**config.mk**
```make
export PLATFORM = sky130hd
export DESIGN_NAME = pipe_fifo_flat
export DESIGN_NICKNAME = d
export VERILOG_FILES = /design/src/rtl/pipe_fifo_if.sv /design/src/rtl/pipe_fifo.sv /design/src/flat_wrapper.sv
export SDC_FILE = /design/constraint.sdc
export NUM_CORES = 1
export LEC_CHECK = 0
export ABC_AREA = 1
export BUFFER_PORTS_ARGS = -buffer_cell sky130_fd_sc_hd__buf_2
export CELL_PAD_IN_SITES_DETAIL_PLACEMENT = 1
export CELL_PAD_IN_SITES_GLOBAL_PLACEMENT = 1
export CORE_ASPECT_RATIO = 0.5
export CORE_MARGIN = 2
export CORE_UTILIZATION = 49
export CTS_BUF_LIST = sky130_fd_sc_hd__clkbuf_8 sky130_fd_sc_hd__clkbuf_16
export DETAILED_ROUTE_END_ITERATION = 8
export PLACE_DENSITY_LB_ADDON = 0.1
export SETUP_SLACK_MARGIN = 0.1
export SLEW_MARGIN = 20
export SYNTH_ARGS = -nofsm -noshare
export SYNTH_HDL_FRONTEND = slang
export SYNTH_SLANG_ARGS = --single-unit
export TNS_END_PERCENT = 1
```
**constraint.sdc**
```tcl
create_clock -name clk -period 5.1 [get_ports clk]
set_input_delay 0.765 -clock clk [delete_from_list [all_inputs] [get_ports clk]]
set_output_delay 0.765 -clock clk [all_outputs]
set_load 0.05 [all_outputs]
```
**src/rtl/pipe_fifo_if.sv**
```systemverilog
// pipe_fifo_if: valid/ready FIFO bus bundling producer, consumer and status signals
//   master : drives flush, enq_data, enq_valid, deq_ready; observes everything else
//   slave  : the FIFO side, drives enq_ready, deq_*, count and status flags
interface pipe_fifo_if #(
  parameter int DATA_SIZE = 32,
  parameter int CW        = 3
);
  logic                 flush;
  logic [DATA_SIZE-1:0] enq_data;
  logic                 enq_valid;
  logic                 enq_ready;
  logic [DATA_SIZE-1:0] deq_data;
  logic                 deq_valid;
  logic                 deq_ready;
  logic [CW-1:0]        count;
  logic                 full;
  logic                 empty;
  logic                 almost_full;
  logic                 almost_empty;
  logic [CW-1:0]        max_count;
  modport master (
    output flush, enq_data, enq_valid, deq_ready,
    input  enq_ready, deq_data, deq_valid, count, full, empty, almost_full, almost_empty, max_count
  );
  modport slave (
    input  flush, enq_data, enq_valid, deq_ready,
    output enq_ready, deq_data, deq_valid, count, full, empty, almost_full, almost_empty, max_count
  );
endinterface

```
**src/rtl/pipe_fifo.sv**
```systemverilog
// pipe_fifo: parametrised valid/ready FIFO with count, threshold flags, flush, optional fall-through and high-water mark
//   clk, rst        : clock and synchronous active-high reset
//   fifo_io (slave) : flush, enq_* producer side, deq_* consumer side, count/full/empty/almost_*/max_count status
module pipe_fifo #(
  parameter int DATA_SIZE    = 32,
  parameter int DEPTH        = 4,
  parameter int AF_THRESH    = DEPTH,
  parameter int AE_THRESH    = 0,
  parameter int FALL_THROUGH = 0
) (
  input logic        clk,
  input logic        rst,
  pipe_fifo_if.slave fifo_io
);
  localparam int CW = $clog2(DEPTH + 1);
  localparam int PW = DEPTH > 1 ? $clog2(DEPTH) : 1;
  if (DEPTH < 1 || AF_THRESH < 1 || AF_THRESH > DEPTH || AE_THRESH < 0 || AE_THRESH > DEPTH - 1) begin : g_bad_param
    $error("pipe_fifo: illegal DEPTH/AF_THRESH/AE_THRESH");
  end
  logic [DATA_SIZE-1:0] mem_q [DEPTH];
  logic [PW-1:0]        wr_ptr_q, wr_ptr_d, rd_ptr_q, rd_ptr_d;
  logic [CW-1:0]        count_q, count_d, max_q, max_d;
  logic                 empty, full, bypass, wr, rd;
  // an item offered to an empty fall-through FIFO goes straight out; it only lands in storage if the consumer stalls
  always_comb begin
    empty    = count_q == '0;
    full     = count_q == CW'(DEPTH);
    bypass   = FALL_THROUGH != 0 && empty && fifo_io.enq_valid;
    wr       = fifo_io.enq_valid && !full && !(bypass && fifo_io.deq_ready);
    rd       = !empty && fifo_io.deq_ready;
    wr_ptr_d = wr ? (wr_ptr_q == PW'(DEPTH - 1) ? '0 : wr_ptr_q + 1'b1) : wr_ptr_q;
    rd_ptr_d = rd ? (rd_ptr_q == PW'(DEPTH - 1) ? '0 : rd_ptr_q + 1'b1) : rd_ptr_q;
    count_d  = count_q + CW'(wr) - CW'(rd);
    max_d    = count_d > max_q ? count_d : max_q;
  end
  always_ff @(posedge clk) begin
    if (rst || fifo_io.flush) begin
      wr_ptr_q <= '0;
      rd_ptr_q <= '0;
      count_q  <= '0;
      max_q    <= '0;
    end else begin
      wr_ptr_q <= wr_ptr_d;
      rd_ptr_q <= rd_ptr_d;
      count_q  <= count_d;
      max_q    <= max_d;
    end
  end
  // storage is never cleared; a write landing during rst/flush is unreachable once the pointers reset
  always_ff @(posedge clk) begin
    if (wr) mem_q[wr_ptr_q] <= fifo_io.enq_data;
  end
  assign fifo_io.enq_ready    = !full;
  assign fifo_io.deq_valid    = !empty || bypass;
  assign fifo_io.deq_data     = bypass ? fifo_io.enq_data : mem_q[rd_ptr_q];
  assign fifo_io.count        = count_q;
  assign fifo_io.full         = full;
  assign fifo_io.empty        = empty;
  assign fifo_io.almost_full  = count_q >= CW'(AF_THRESH);
  assign fifo_io.almost_empty = count_q <= CW'(AE_THRESH);
  assign fifo_io.max_count    = max_q;
endmodule
```
**src/flat_wrapper.sv**
```systemverilog
// flat-port wrapper written by rule: the top's interface ports become plain ports
module pipe_fifo_flat 
#(
  parameter int DATA_SIZE    = 32,
  parameter int DEPTH        = 4,
  parameter int AF_THRESH    = DEPTH,
  parameter int AE_THRESH    = 0,
  parameter int FALL_THROUGH = 0
)
  (clk, rst, fifo_io_flush, fifo_io_enq_data, fifo_io_enq_valid, fifo_io_deq_ready, fifo_io_enq_ready, fifo_io_deq_data, fifo_io_deq_valid, fifo_io_count, fifo_io_full, fifo_io_empty, fifo_io_almost_full, fifo_io_almost_empty, fifo_io_max_count);
  pipe_fifo_if #(.DATA_SIZE(DATA_SIZE)) fifo_io_i ();
  input logic clk;
  input logic rst;
  input wire logic [$bits(fifo_io_i.flush)-1:0] fifo_io_flush;
  input wire logic [$bits(fifo_io_i.enq_data)-1:0] fifo_io_enq_data;
  input wire logic [$bits(fifo_io_i.enq_valid)-1:0] fifo_io_enq_valid;
  input wire logic [$bits(fifo_io_i.deq_ready)-1:0] fifo_io_deq_ready;
  output wire logic [$bits(fifo_io_i.enq_ready)-1:0] fifo_io_enq_ready;
  output wire logic [$bits(fifo_io_i.deq_data)-1:0] fifo_io_deq_data;
  output wire logic [$bits(fifo_io_i.deq_valid)-1:0] fifo_io_deq_valid;
  output wire logic [$bits(fifo_io_i.count)-1:0] fifo_io_count;
  output wire logic [$bits(fifo_io_i.full)-1:0] fifo_io_full;
  output wire logic [$bits(fifo_io_i.empty)-1:0] fifo_io_empty;
  output wire logic [$bits(fifo_io_i.almost_full)-1:0] fifo_io_almost_full;
  output wire logic [$bits(fifo_io_i.almost_empty)-1:0] fifo_io_almost_empty;
  output wire logic [$bits(fifo_io_i.max_count)-1:0] fifo_io_max_count;
  assign fifo_io_i.flush = fifo_io_flush;
  assign fifo_io_i.enq_data = fifo_io_enq_data;
  assign fifo_io_i.enq_valid = fifo_io_enq_valid;
  assign fifo_io_i.deq_ready = fifo_io_deq_ready;
  assign fifo_io_enq_ready = fifo_io_i.enq_ready;
  assign fifo_io_deq_data = fifo_io_i.deq_data;
  assign fifo_io_deq_valid = fifo_io_i.deq_valid;
  assign fifo_io_count = fifo_io_i.count;
  assign fifo_io_full = fifo_io_i.full;
  assign fifo_io_empty = fifo_io_i.empty;
  assign fifo_io_almost_full = fifo_io_i.almost_full;
  assign fifo_io_almost_empty = fifo_io_i.almost_empty;
  assign fifo_io_max_count = fifo_io_i.max_count;
  pipe_fifo #(.DATA_SIZE(DATA_SIZE), .DEPTH(DEPTH), .AF_THRESH(AF_THRESH), .AE_THRESH(AE_THRESH), .FALL_THROUGH(FALL_THROUGH)) u_core (.clk(clk), .rst(rst), .fifo_io(fifo_io_i));
endmodule
```
After elaboration in Yosys (flattened, before gate mapping)
Memory sizes are Yosys's and may differ from the RTL's. A register that Yosys moved wholly into a read port is not among the register bits.
Index checks and enable logic that the tools add are counted.
{ "totals": {"reg_bits": 10, "latchBits": 0, "ram_bits": 128, "rom_bits": 0, "inputBits": 37, "out_inout_bits": 44, "wordCells": 27, "n_memories": 1} }
{ "memory_table": {"columns": ["memory", "words", "word_bits", "read_ports", "rd_ports_with_merged_regs", "wr", "line_no", "text"], "rows": [
  ["u_core.mem_q", 4, 32, 1, 1, 1, "pipe_fifo.sv:20", "logic [DATA_SIZE-1:0] mem_q [DEPTH];"]
]} }
{ "op_classes": {"add_sub_neg": 4, "n_mul": 0, "n_div": 0, "order_cmp": 3, "n_eq_ne": 3, "shift": 0, "n_mux": 6, "n_bitwise": 0, "reduce_logical": 6} }
{ "ops": {"columns": ["operator", "n"], "rows": [
  ["$mux W2", 4],
  ["$add A2 B1 Y2 const B", 2],
  ["$eq A2 B2 Y1 const B", 2],
  ["$add A3 B1 Y3", 1],
  ["$eq A3 B3 Y1 const B", 1],
  ["$ge A3 B3 Y1 const B", 1],
  ["$gt A3 B3 Y1", 1],
  ["$le A3 B1 Y1 const B", 1],
  ["$logic_not A3 Y1", 1],
  ["$sub A3 B1 Y3", 1],
  ["$logic_and A1 B1 Y1", 2],
  ["$logic_not A1 Y1", 2],
  ["$mux W1", 2],
  ["$logic_or A1 B1 Y1", 1]
]} }

Depth between registers and ports, before layout
Gate-level depths: netlist of the first run.
{ "logic_depth": {"depth_word": 6, "depth_mapped": 23, "depth_no_buf": 23} }

Least setup slack after synthesis of the first run
OpenSTA, ideal clock, no wires.
{ "synth_timing": {"path_kind": "register -> register", "startpoint": "reg u_core.count_q[1] (netlist: u_core.fifo_io.count[1])", "endpoint": "reg u_core.max_q[0] (netlist: u_core.fifo_io.max_count[0])", "setup_ns": 0.113, "arrival_time_ns": 3.038, "required_ns": 4.987, "path_slack_ns": 1.950, "path_stages_with_launch": 24, "path_buffers": 0, "period_less_slack_ns": 3.150, "path_cell_list": "dfxtp_1 > inv_2 > nand3_4 > nand2_4 > nor2_4 > o21bai_1 > ha_1 > inv_1 > fa_1 > inv_1 > nand2_1 > nand2_1 > nand2_1 > nand2_1 > inv_1 > ha_1 > nand2_1 > nand2_1 > inv_1 > nand2_1 > nand2_2 > nand2_1 > nand2_1 > nor2_1"} }
{ "synth_via": {"word_cells_on_any_way": 9, "classes_between": "2 x add/sub; 1 x order compare; 1 x eq/ne; 5 x reduce/logical"} }
{ "synth_lines": {"columns": ["item", "line_no", "text"], "rows": [
  ["start: declaration", "pipe_fifo.sv:22", "logic [CW-1:0] count_q, count_d, max_q, max_d;"],
  ["start signal: assignment", "pipe_fifo.sv:45", "count_q <= count_d;"],
  ["$logic_not A3 Y1", "pipe_fifo.sv:26", "empty = count_q == '0;"],
  ["$logic_not A1 Y1", null, null],
  ["via fifo_io_deq_valid", "flat_wrapper.sv:20", "output wire logic [$bits(fifo_io_i.deq_valid)-1:0] fifo_io_deq_valid;"],
  ["$logic_and A1 B1 Y1", "pipe_fifo.sv:30", "rd = !empty && fifo_io.deq_ready;"],
  ["$sub A3 B1 Y3", "pipe_fifo.sv:33", "count_d = count_q + CW'(wr) - CW'(rd);"],
  ["via u_core.count_d[2]", "pipe_fifo.sv:22", null],
  ["$gt A3 B3 Y1", "pipe_fifo.sv:34", "max_d = count_d > max_q ? count_d : max_q;"],
  ["end signal: assignment", "pipe_fifo.sv:46", "max_q <= max_d;"],
  ["end: declaration", "pipe_fifo.sv:22", null]
]} }
The timed path passes the listed nets, and every way through them passes these cells.
A chain may end at the register's enable or synchronous reset.

==> results of run 1 <==
power breakdown:
group,switching [mW],internal (mW)
Combinational,0.393,0.131
Sequential,0.0222,1.31
Clock,0.461,0.758
Total,0.876,2.20
registers in the layout, indices dropped and copies added, names as in the netlist, named ones only:
register                  count
u_core.mem_q                128
u_core.fifo_io.count          3
u_core.fifo_io.max_count      3
u_core.rd_ptr_q               2
u_core.wr_ptr_q               2
cells by family (layout without fill, tap and decap cells):
logic type	count (synthesis)	count (layout)
DFF	140	140
and+or+nand+nor	113	113
AOI/OAI and AO/OA	103	103
buffers and inverters	50	145
adders and majority gates	10	10
other	0	1
cells in the mapped netlist (all sizes together):
cell    instances
o22ai          32
inv            29
ha              9
dfxtp          12
nand3           5
edfxtp        128
clkbuf          2
nand2          19
buf            19
o21ai          68
nor2           89
a21oi           2
o21bai          1
fa              1
critical path: stages, from the launching register on:
cell                      delay [ns]
sky130_fd_sc_hd__dfxtp_2        0.59
sky130_fd_sc_hd__buf_4          0.50
sky130_fd_sc_hd__o21ai_0        0.18
sky130_fd_sc_hd__o22ai_1        0.27
sky130_fd_sc_hd__buf_2          0.32
per-stage QoR:
| step | utilization [%] | hold WS [ns] | worst slack, ns | power (mW) | instances |
|---|---|---|---|---|---|
| 2_1_floorplan | - | 0.468 | 1.95 | 1.75 | 416 |
| 3_3_place_gp | 54.6 | 0.494 | 2.09 | 1.86 | 622 |
| 3_5_place_dp | 54.6 | 0.538 | 1.95 | 1.88 | 622 |
| 4_1_cts | 59.9 | 0.539 | 1.99 | 3.09 | 654 |
| 5_1_grt | 60.4 | 0.547 | 1.91 | 3.19 | 656 |
| 6_report | 60.5 | 0.544 | 2.04 | 3.07 | 657 |
routing by layer:
metal / track usage (%) / vias to the layer above / routed length, um
met5: 0 / - / 0
met4: 8.50 / 0 / 223
met3: 8.57 / 21 / 725
met2: 36.7 / 97 / 6090
met1: 24.4 / 1775 / 5200
li1: - / 1658 / -
placed cells by master (no fill, tap or decap), drive strengths merged:
master	instances
a21oi	2
buf	84
bufinv	3
clkbuf	17
clkinv	7
clkinvlp	3
dfxtp	12
diode	1
edfxtp	128
fa	1
ha	9
inv	31
nand2	19
nand3	5
nor2	89
o21ai	68
o21bai	1
o22ai	32
worst min path at each step:
stage / slack (ns) / end / depth (start not counted) / from
after CTS: 0.54 / flip-flop / 2 / u_core.rd_ptr_q[1]
after detailed placement: 0.54 / flip-flop / 2 / u_core.rd_ptr_q[1]
after global routing: 0.55 / u_core.mem_q[1][17] / 1 / fifo_io_enq_data[17]
after global placement: 0.49 / u_core.rd_ptr_q[1] / 2 / u_core.rd_ptr_q[1]
final: 0.54 / flip-flop / 2 / u_core.rd_ptr_q[1]
after floorplan: 0.47 / flip-flop / 2 / u_core.rd_ptr_q[1]
layout make-up:
| cell class | instances | share of cell area [%] |
|---|---|---|
| Clock inverter | 15 | 2.38 |
| Multi-Input combinational cell | 226 | 18.1 |
| Tap cell | 145 | 2.73 |
| Antenna cell | 1 | 0.0377 |
| Inverter | 29 | 1.72 |
| Sequential cell | 140 | 61.5 |
| Clock buffer | 17 | 6.41 |
| Timing Repair Buffer | 84 | 7.09 |
==> results.md, run 1 <==
- The synthesized netlist devotes 0% of its cell area to XOR and XNOR gates.
- Measured in cells, the most critical reg-to-reg path has a length of 23.
- The distinct cell type count of the synthesized netlist is 23.
- The final number of hold-violating endpoints was 0.
- The count of endpoints failing setup in the final report is 0.
- The later-pin clock latency in the skew report is 0.42 ns.
- The multi-input combinational cells in the finished layout cover a total of 1200 um^2.
- After synthesis, the cell types taking the most area are sky130_fd_sc_hd__edfxtp_1 70%, sky130_fd_sc_hd__nor2_1 6.0%, sky130_fd_sc_hd__dfxtp_1 4.3%.
- Data on the critical path is required at its endpoint by 4.34 ns.
- Dividing the synthesized area by the synthesized cell count gives 13.3 um^2.
- The number of gates resized after CTS was 0.
- At the end of the flow, the number of nets in the layout was 545.
- The TritonCTS sink count is 140.
- Of all nets on the critical path, the largest fanout is 46.
- The critical path ends at fifo_io_deq_data[14].
- By area, the combinational part of the netlist is dominated by compound AO/OA/AOI/OAI gates.
- Wires add up to 12,200 um.
- The number of iterations in the first detailed-routing pass is 4.
- The area of the die is 12,200 um^2.
- The clock tree from TritonCTS is done.
- The sequential standard cell area is 4090 um^2.
- The first routing iteration left 200 violations.
- For this design the ratio of total power to cell area is 463 nW/um^2.
- Of the total synthesized cell area, the portion taken by AND, OR, NAND and NOR gates is 8.70%.
- The final max-slew violation count came to 0.
- The buffer levels on the longest clock path is 2.
- Max-cap violations in this run came to 0.
- The post-detailed-placement cell area is 6000 um^2.
- The post-cts hold buffer count is 0.
- Setup repair after global routing left no endpoint under its margin.
- The congestion estimate from routability-driven global placement came to 0.726.
- The die boundary width is 154 um.
- The number of rows created at floorplan is 27.
- The placeable core area is 11,000 um^2.
- The clock-pin transition on the worst setup and hold timing paths is 0.06 ns.
- The fraction of synthesized cell area taken by the top area cell type is 69.6%.
- The share of final-layout standard cells stronger than drive strength 1 is 25.4%.
- The complex-gate fraction of the synthesized area is 10.1%.
- The kind of start point of the critical path is a flip-flop.
- The post-synthesis mux area share is 0%.
- After routing, the total negative slack on setup checks comes to 0 ns.
- In the synthesized netlist, the number of instances is 416.
- The number of antenna violations at the first check in global routing is 0.
- Once the floorplan was initialized, standard cells occupied 50.3% of the core.
- The average via count per standard cell is 5.40.
- Detailed placement ended at an HPWL of 6780 um.
- The post-detailed-route DRC marker count is 0.
- Port buffering added 80 buffers.
- Measured against its own limit, the worst slew margin works out to 27.7%.
- The analysis attributes to cell leakage a power of 2.51 nW.
- The final design area excluding fillers is 6640 um^2.
- The final clock skew is 0.00577 ns.
- The count of nets left with antenna violations once routing finished came out at 0.
- The cell accounting for the most synthesized area is sky130_fd_sc_hd__edfxtp_1.
- The flip-flop and latch count after synthesis is 140.
- The share of the clock period used by the worst path is 60.1%.
- The pin count of the biggest net entering global routing is 65.
- Static timing analysis puts the maximum clock frequency at 326 MHz.
- The global-route wire length before repair is 19,100 um.
- The kind of end point of the critical path is an output port.
- 81 I/O pins were placed.
- Counting I/O delays and the setup requirement, the final critical path takes 3.06 ns.
- Sequential elements use 73.9% of the synthesized area.
- For this run, the number of Yosys warnings is 0.
- The buffer type at the clock tree root is sky130_fd_sc_hd__clkbuf_16.
- For this run, the total global-route usage over all layers was measured as 21.4%.
- Once the clock tree was built, the setup fixing pass inserted 0 buffers.
- The via count is 3,551.
- The reg-to-reg endpoint is u_core.fifo_io.max_count[0].
- The via count of the first global-routing pass is 3,807.
- After detailed routing, the average wire length per cell comes to 18.6 um.
- The worst endpoint data arrival time is 2.30 ns.
- The post-synthesis instance area is 5520 um^2.
- The class of the worst hold path is flip-flop to flip-flop.
- The critical path is of the flip-flop to output port type.
- For the pin with the worst max-slew slack, the measured transition is 1.08 ns.
- Buffers inserted during clock tree synthesis total 17.
- The height of the die is 79.1 um.
- The worst-case IR drop observed on VDD is 0.280 mV.
- The run finished with clean final reports.
- The maximum level of the CTS H-tree is 4.
- The layout-stage area growth over the synthesis result is 20.2%.
- The worst register-to-register path has a setup slack of 2.25 ns.
- The launch point of the worst reg-to-reg path is u_core.fifo_io.count[0].
- Summed over all layers, the global routing overflow is 0.
- Summing the areas of all fa, ha and maj instances in the mapped netlist gives 2.40% of the synthesized area.
- The number of fill cells in the layout is 1,120.
- The number of nets in the synthesized netlist is 463.
Power figures use the tool's default switching activity.
==> run 2, diff against run 1 <==
CORE_UTILIZATION = 41   (was 49)
clock period = 2.5 ns   (was 5.1 ns; I/O delays follow)
==> results.md, run 2 (synthesis results as in run 1) <==
- Result of the run: finished with violations (was finished clean).
- The final reports fail on negative setup slack.
- The aggregate routed wire length is 12,500 um (was 12,200 um).
- The register with the most flip-flops is u_core.mem_q (unchanged).
- The height of the die is 86.1 um (was 79.1 um).
- The clock tree from TritonCTS was done (unchanged).
- The detailed placement HPWL is 7280 um (was 6780 um).
- The number of rows created at floorplan is 29 (was 27).
- The kind of start point of the critical path was a flip-flop (unchanged).
- The final max-slew violation count came to 0 (unchanged).
- The buffer levels on the longest clock path is 2 (unchanged).
- The class of the worst hold path is input pin to flip-flop (was flip-flop to flip-flop).
- The last weighted congestion value of the routability-driven placer is 0.775 (was 0.726).
- The length in cells of the worst reg-to-reg path was 23 (unchanged).
- The average via count per standard cell is 5.05 (was 5.40).
- The utilization of the core after routing is 53.4% (was 60.5%).
- The clock-pin transition on the worst setup and hold timing paths is 0.06 ns (about the same).
- The static power due to leakage is 2.61 nW (was 2.51 nW).
- The pin count of the biggest net entering global routing is 65 (unchanged).
- The global-route wire length before repair was 19,600 um (was 19,100 um).
- The via count of the first global-routing pass was 3,775 (was 3,807).
- The worst vdd rail ir drop was 0.668 mV (was 0.280 mV).
- After layout, the minimum clock period comes to 2.52 ns.
- The post-detailed-route DRC marker count came to 0 (unchanged).
- The layout-stage area growth over the synthesis result came to 25.0% (was 20.2%).
- The critical hold path startpoint is fifo_io_enq_data[7] (was u_core.rd_ptr_q[1]).
- The sequential standard cell area is 4100 um^2 (was 4090 um^2).
- The endpoint with the worst hold slack is u_core.mem_q[3][7].
- The number of buffers created by CTS came to 17 (unchanged).
- The number of flip-flops in the largest register is 128 (unchanged).
- The number of max-cap violations is 0 (unchanged).
- The maximum fanout along the worst path is 5 (was 46).
- Setup repair after global routing missed its margin: yes (was no).
- The buffer type at the clock tree root is sky130_fd_sc_hd__clkbuf_16 (unchanged).
- The layout net count is 562 (was 545).
- The starting DRC count in detailed routing was 252 (was 200).
- The maximum level of the CTS H-tree is 4 (unchanged).
- The final number of hold-violating endpoints is 0 (unchanged).
- The placeable core area was 12,900 um^2 (was 11,000 um^2).
- The number of iterations in the first detailed-routing pass is 4 (unchanged).
- The area of the die came to 14,500 um^2 (was 12,200 um^2).
- The die boundary width was 168 um (was 154 um).
- The setup TNS is -0.0458 ns (was 0 ns).
- The global route total overflow was 0 (unchanged).
- The relative slew slack is 60.3% (was 27.7%).
- The worst-case register-to-register setup slack is -0.02 ns (was 2.25 ns).
- The number of cells traversed by the worst hold path is 1 (was 2).
- The kind of end point of the critical path is a flip-flop (was output port).
- The TritonCTS sink count is 140 (unchanged).
- The power density of the placed cells is 933 nW/um^2 (was 463 nW/um^2).
- The reg-to-reg endpoint is u_core.fifo_io.max_count[1] (was u_core.fifo_io.max_count[0]).
- The launch point of the worst reg-to-reg path was u_core.fifo_io.count[0] (unchanged).
- The post-cts hold buffer count is 0 (unchanged).
- The multi-input combinational cell area is 1240 um^2 (was 1200 um^2).
- The number of antenna violations at the first check in global routing came to 2 (was 0).
- The final clock skew is 0.0133 ns (was 0.00577 ns).
- Leading cell types in the layout, fill and taps excluded: 128 x sky130_fd_sc_hd__edfxtp_1, 84 x sky130_fd_sc_hd__nor2_1, 79 x sky130_fd_sc_hd__buf_2, 36 x sky130_fd_sc_hd__o21ai_0 (was 128 x sky130_fd_sc_hd__edfxtp_1, 84 x sky130_fd_sc_hd__nor2_1, 80 x sky130_fd_sc_hd__buf_2, 36 x sky130_fd_sc_hd__o21ai_0).
- The remaining antenna violation count is 0 (unchanged).
- The kind of critical path is flip-flop to flip-flop (was flip-flop to output port).
- The worst path required time was 2.85 ns (was 4.34 ns).
- The wire length per cell was 17.8 um (was 18.6 um).
- The smallest setup slack after layout is -0.0166 ns (was 2.04 ns).
- The top-level I/O count came to 81 (unchanged).
- The count of endpoints failing setup in the final report is 3 (was 0).
- The global router's overall resource usage is 18.4% (was 21.4%).
- Derived from the worst setup path, the maximum achievable clock frequency is 397 MHz.
- The via count came to 3,533 (was 3,551).
- The number of port buffers was 80 (unchanged).
- The actual transition at the worst max-transition pin is 0.594 ns (was 1.08 ns).
- The most frequent standard cell in the layout excluding fill and tap cells is sky130_fd_sc_hd__edfxtp_1 (unchanged).
- The later-pin clock latency in the skew report is 0.42 ns (about the same).
- The effective utilization at floorplan is 42.8% (was 50.3%).
- The share of final-layout standard cells stronger than drive strength 1 came to 30.5% (was 25.4%).
- The worst endpoint data arrival time came to 2.87 ns (was 2.30 ns).
- Of the available clock period, the critical path in the final layout requires 101%.
- The number of fill cells in the layout is 1,346 (was 1,120).
## run 2: changes by cell type in the layout (fill, tap and decap cells not counted), sizes merged
cell | before | now
clkbuf | 17 | 18
diode | 1 | 2
clkinvlp | 3 | 2
inv | 31 | 35
clkinv | 7 | 4
buf | 84 | 100
## run 2: worst max path at each step
stage | from | to | slack (ns) | cells after the start
6_report | u_core.fifo_io.count[0] | u_core.fifo_io.max_count[1] | -0.02 | 23
5_1_grt | u_core.fifo_io.count[0] | u_core.fifo_io.max_count[2] | -0.23 | 23
4_1_cts | u_core.fifo_io.count[0] | u_core.fifo_io.max_count[2] | -0.03 | 23
3_5_place_dp | u_core.fifo_io.count[1] | u_core.fifo_io.max_count[1] | -0.06 | 23
3_3_place_gp | u_core.fifo_io.count[1] | u_core.fifo_io.max_count[0] | 0.05 | 23
2_1_floorplan | u_core.fifo_io.count[1] | u_core.fifo_io.max_count[0] | -0.17 | 22
## run 2: critical path, stage by stage (launching register included)
cell                       delay [ns]
sky130_fd_sc_hd__dfxtp_4         0.35
sky130_fd_sc_hd__inv_2           0.04
sky130_fd_sc_hd__nand3_4         0.09
sky130_fd_sc_hd__nand2_4         0.06
sky130_fd_sc_hd__nor2_4          0.09
sky130_fd_sc_hd__o21bai_4        0.12
sky130_fd_sc_hd__ha_2            0.19
sky130_fd_sc_hd__inv_2           0.04
sky130_fd_sc_hd__fa_2            0.34
sky130_fd_sc_hd__inv_2           0.06
sky130_fd_sc_hd__nand2_2         0.04
sky130_fd_sc_hd__nand2_1         0.06
sky130_fd_sc_hd__nand2_1         0.05
sky130_fd_sc_hd__nand2_2         0.08
sky130_fd_sc_hd__inv_2           0.05
sky130_fd_sc_hd__ha_4            0.27
sky130_fd_sc_hd__nand2_1         0.05
sky130_fd_sc_hd__nand2_1         0.08
sky130_fd_sc_hd__inv_1           0.06
sky130_fd_sc_hd__nand2_2         0.07
sky130_fd_sc_hd__nand2_4         0.06
sky130_fd_sc_hd__nand2_1         0.06
sky130_fd_sc_hd__nand2_1         0.05
sky130_fd_sc_hd__nor2_1          0.09
## run 2: stage by stage
step / cells / instance area, um^2 / power, mW / setup WS [ns] / hold WS (ns)
after floorplan: 416 / 5550 / 3.58 / -0.171 / 0.468
after detailed placement: 660 / 6220 / 3.89 / -0.0648 / 0.493
after global placement: 660 / 6220 / 3.86 / 0.0532 / 0.493
after global routing: 698 / 6900 / 6.71 / -0.229 / 0.161
after CTS: 697 / 6860 / 6.46 / -0.0300 / 0.154
final: 700 / 6900 / 6.44 / -0.0166 / 0.169
## run 2: area by class of cell
| class | instances | area share (%) |
|---|---|---|
| Clock buffer | 17 | 6.16 |
| Inverter | 29 | 1.72 |
| Sequential cell | 140 | 59.3 |
| Timing Repair Buffer | 101 | 9.14 |
| Antenna cell | 2 | 0.0725 |
| Multi-Input combinational cell | 226 | 18.0 |
| Tap cell | 170 | 3.08 |
| Clock inverter | 15 | 2.48 |
## run 2: repair_timing
| item | CTS | global route |
|---|---|---|
| pin swaps | 9 | 7 |
| setup endpoints to repair | 4 | 17 |
| setup buffers | 5 | 1 |
| resized for setup | 5 | 7 |
## run 2: routing by layer
layer  GRT usage, %  wire (um)  vias to the layer above
met2           31.7       6160                       68
met1           22.2       5630                     1747
met5              0          0                        -
li1               -          -                     1708
met4           6.82        108                        0
met3           5.72        578                       10
## run 2: where the power goes
part           internal, mW  switching (mW)
clock network          1.57           0.966
logic                 0.352           0.850
registers              2.66          0.0393
==> run 3, diff against run 2 <==
CORE_UTILIZATION = 40   (was 41)
==> results.md, run 3 (synthesis results as in run 1) <==
- The buffer type at the clock tree root is sky130_fd_sc_hd__clkbuf_16 (unchanged).
- The TritonCTS sink count is 140 (unchanged).
- The number of flip-flops in the largest register came to 128 (unchanged).
- The wire length on met3 came to 713 um (was 578 um).
- The layout net count is 562 (unchanged).
- The launch point of the worst reg-to-reg path is u_core.fifo_io.count[0] (unchanged).
- The area of the die is 14,800 um^2 (was 14,500 um^2).
- The register with the most flip-flops is u_core.mem_q (unchanged).
- The height of the die came to 87.1 um (was 86.1 um).
- The fmax is 408 MHz (was 397 MHz).
- The kind of critical path is flip-flop to flip-flop (unchanged).
- Result of the run: finished clean (was finished with violations).
- The via count of the first global-routing pass came to 3,857 (was 3,775).
- The final max-slew violation count is 0 (unchanged).
- The reg-to-reg endpoint is u_core.fifo_io.max_count[0] (was u_core.fifo_io.max_count[1]).
- Setup repair after global routing missed its margin: yes (unchanged).
- The global router's overall resource usage was 18.0% (was 18.4%).
- The buffer levels on the longest clock path was 2 (unchanged).
- The worst endpoint data arrival time is 2.80 ns (was 2.87 ns).
- The number of fill cells in the layout came to 1,403 (was 1,346).
- The placeable core area is 13,500 um^2 (was 12,900 um^2).
- The number of iterations in the first detailed-routing pass came to 4 (unchanged).
- The clock tree from TritonCTS was done (unchanged).
- The via count is 3,540 (was 3,533).
- The relative slew slack is 58.1% (was 60.3%).
- The last weighted congestion value of the routability-driven placer is 0.735 (was 0.775).
- The non-filler instance count after layout came to 705 (was 700).
- The most frequent standard cell in the layout excluding fill and tap cells is sky130_fd_sc_hd__edfxtp_1 (unchanged).
- The final number of hold-violating endpoints is 0 (unchanged).
- The routed metal-1 wirelength is 5460 um (was 5630 um).
- The post-route minimum period is 2.45 ns (was 2.52 ns).
- The worst-case register-to-register setup slack was 0.05 ns (was -0.02 ns).
- The top-level I/O count came to 81 (unchanged).
- The maximum level of the CTS H-tree is 4 (unchanged).
- The utilization of the core after routing is 51.0% (was 53.4%).
- The class of the worst hold path is input pin to flip-flop (unchanged).
- The power density of the placed cells came to 922 nW/um^2 (was 933 nW/um^2).
- The length in cells of the worst reg-to-reg path came to 23 (unchanged).
- The kind of start point of the critical path is a flip-flop (unchanged).
- The actual transition at the worst max-transition pin was 0.627 ns (was 0.594 ns).
- The number of rows created at floorplan is 30 (was 29).
- The final clock skew came to 0.00665 ns (was 0.0133 ns).
- The global-route wire length before repair is 19,700 um (was 19,600 um).
- The die boundary width is 170 um (was 168 um).
- The maximum fanout along the worst path is 5 (unchanged).
- The setup TNS is 0 ns (was -0.0458 ns).
- The global route total overflow is 0 (unchanged).
- The layout-stage area growth over the synthesis result is 24.8% (was 25.0%).
- The later-pin clock latency in the skew report is 0.42 ns (about the same).
- The share of the clock period used by the worst path came to 98.2% (was 101%).
- The starting DRC count in detailed routing is 157 (was 252).
- The number of antenna violations at the first check in global routing is 2 (unchanged).
- The static power due to leakage was 2.59 nW (was 2.61 nW).
- The effective utilization at floorplan came to 40.9% (was 42.8%).
- The endpoint of the most critical setup path is u_core.fifo_io.max_count[0] (was u_core.fifo_io.max_count[1]).
- The aggregate routed wire length is 12,400 um (was 12,500 um).
- The pin count of the biggest net entering global routing is 65 (unchanged).
- The number of port buffers is 80 (unchanged).
- The detailed placement HPWL came to 7470 um (was 7280 um).
- The clock-pin transition on the worst setup and hold timing paths came to 0.06 ns (about the same).
- The total instance count after detailed placement came to 667 (was 660).
- The total power of the final layout is 6.36 mW (was 6.44 mW).
- The worst vdd rail ir drop came to 0.772 mV (was 0.668 mV).
- The wire length per cell is 17.5 um (was 17.8 um).
- The highest metal layer with signal wires is met4 (unchanged).
- The number of max-cap violations is 0 (unchanged).
- Leading cell types in the layout, fill and taps excluded: 128 x sky130_fd_sc_hd__edfxtp_1, 83 x sky130_fd_sc_hd__nor2_1, 80 x sky130_fd_sc_hd__buf_2, 36 x sky130_fd_sc_hd__o21ai_0 (was 128 x sky130_fd_sc_hd__edfxtp_1, 84 x sky130_fd_sc_hd__nor2_1, 79 x sky130_fd_sc_hd__buf_2, 36 x sky130_fd_sc_hd__o21ai_0).
- The average via count per standard cell is 5.02 (was 5.05).
- The number of buffers created by CTS is 17 (unchanged).
- The met2 wire length is 6050 um (was 6160 um).
- The kind of end point of the critical path is a flip-flop (unchanged).
- The source of the critical timing path is u_core.fifo_io.count[0] (unchanged).
- The post-detailed-route DRC marker count is 0 (unchanged).
- The share of final-layout standard cells stronger than drive strength 1 is 31.3% (was 30.5%).
- The worst path required time was 2.85 ns (about the same).
- The remaining antenna violation count came to 0 (unchanged).
- The count of endpoints failing setup in the final report is 0 (was 3).
==> run 3: changes by cell type in the layout (fill, tap and decap cells not counted), sizes merged <==
cell	change
diode	-1
clkbuf	-1
inv	-1
bufinv	-1
buf	+1
clkinvlp	+2
==> run 3: layer usage <==
| layer | vias up | global-route usage [%] |
|---|---|---|
| met1 | 1756 | 21.2 |
| met3 | 12 | 6.45 |
| li1 | 1701 | - |
| met4 | 0 | 6.45 |
| met5 | - | 0 |
| met2 | 71 | 31.1 |
==> run 3: cell type report <==
type                       instances  area [um^2]  area share [%]
timing repair buffer             101          612            8.87
clock buffer                      17          425            6.17
inverter                          29          124            1.80
multi-input combinational        226         1260            18.3
sequential                       140         4100            59.4
clock inverter                    15          149            2.16
antenna                            1         2.50          0.0363
tap                              176          220            3.19
==> run 3: repair_timing <==
item                       4_1_cts  5_1_grt
pin swaps                        1       18
hold buffers                     0        0
setup endpoints to repair        3        5
hold endpoints to repair         0        0
setup buffers                    2        3
gates resized for setup          8       11
==> run 3: how the worst min path moves through the flow <==
stage	from	endpoint	slack (ns)	depth (start not counted)
floorplan	u_core.rd_ptr_q[1]	flip-flop	0.47	2
global placement	u_core.rd_ptr_q[1]	u_core.rd_ptr_q[1]	0.49	2
detailed placement	u_core.rd_ptr_q[1]	u_core.rd_ptr_q[1]	0.51	2
CTS	fifo_io_enq_data[6]	u_core.mem_q[0][6]	0.16	1
global route	fifo_io_enq_data[3]	u_core.mem_q[0][3]	0.16	1
finish	fifo_io_enq_data[6]	u_core.mem_q[3][6]	0.18	1
==> run 3: power breakdown <==
| part | total [mW] | switching (mW) | internal [mW] |
|---|---|---|---|
| sequential | 2.70 | 0.0372 | 2.66 |
| clock | 2.43 | 0.963 | 1.46 |
| combinational | 1.23 | 0.864 | 0.364 |
| total | 6.36 | 1.86 | 4.49 |
==> run 3: worst max-delay path, stage by stage (launching register included) <==
cell and delay (ns):
sky130_fd_sc_hd__dfxtp_4 0.37, sky130_fd_sc_hd__inv_6 0.04, sky130_fd_sc_hd__nand3_4 0.08, sky130_fd_sc_hd__nand2_4 0.06, sky130_fd_sc_hd__nor2_4 0.10, sky130_fd_sc_hd__o21bai_4 0.12
sky130_fd_sc_hd__ha_4 0.14, sky130_fd_sc_hd__inv_2 0.03, sky130_fd_sc_hd__fa_2 0.36, sky130_fd_sc_hd__inv_2 0.06, sky130_fd_sc_hd__nand2_2 0.04, sky130_fd_sc_hd__nand2_1 0.05
sky130_fd_sc_hd__nand2_1 0.06, sky130_fd_sc_hd__nand2_2 0.07, sky130_fd_sc_hd__inv_2 0.05, sky130_fd_sc_hd__ha_4 0.27, sky130_fd_sc_hd__nand2_2 0.05, sky130_fd_sc_hd__nand2_2 0.07
sky130_fd_sc_hd__inv_2 0.04, sky130_fd_sc_hd__nand2_2 0.06, sky130_fd_sc_hd__nand2_4 0.06, sky130_fd_sc_hd__nand2_2 0.07, sky130_fd_sc_hd__nand2_1 0.04, sky130_fd_sc_hd__nor2_1 0.10
==> run 3: stage by stage <==
step           worst slack, ns  hold WS (ns)  area (um^2)
2_1_floorplan           -0.171         0.468         5550
6_report                0.0462         0.176         6890
4_1_cts                -0.0269         0.157         6840
3_3_place_gp            0.0501         0.490         6220
3_5_place_dp           -0.0736         0.512         6220
5_1_grt                 -0.150         0.159         6890
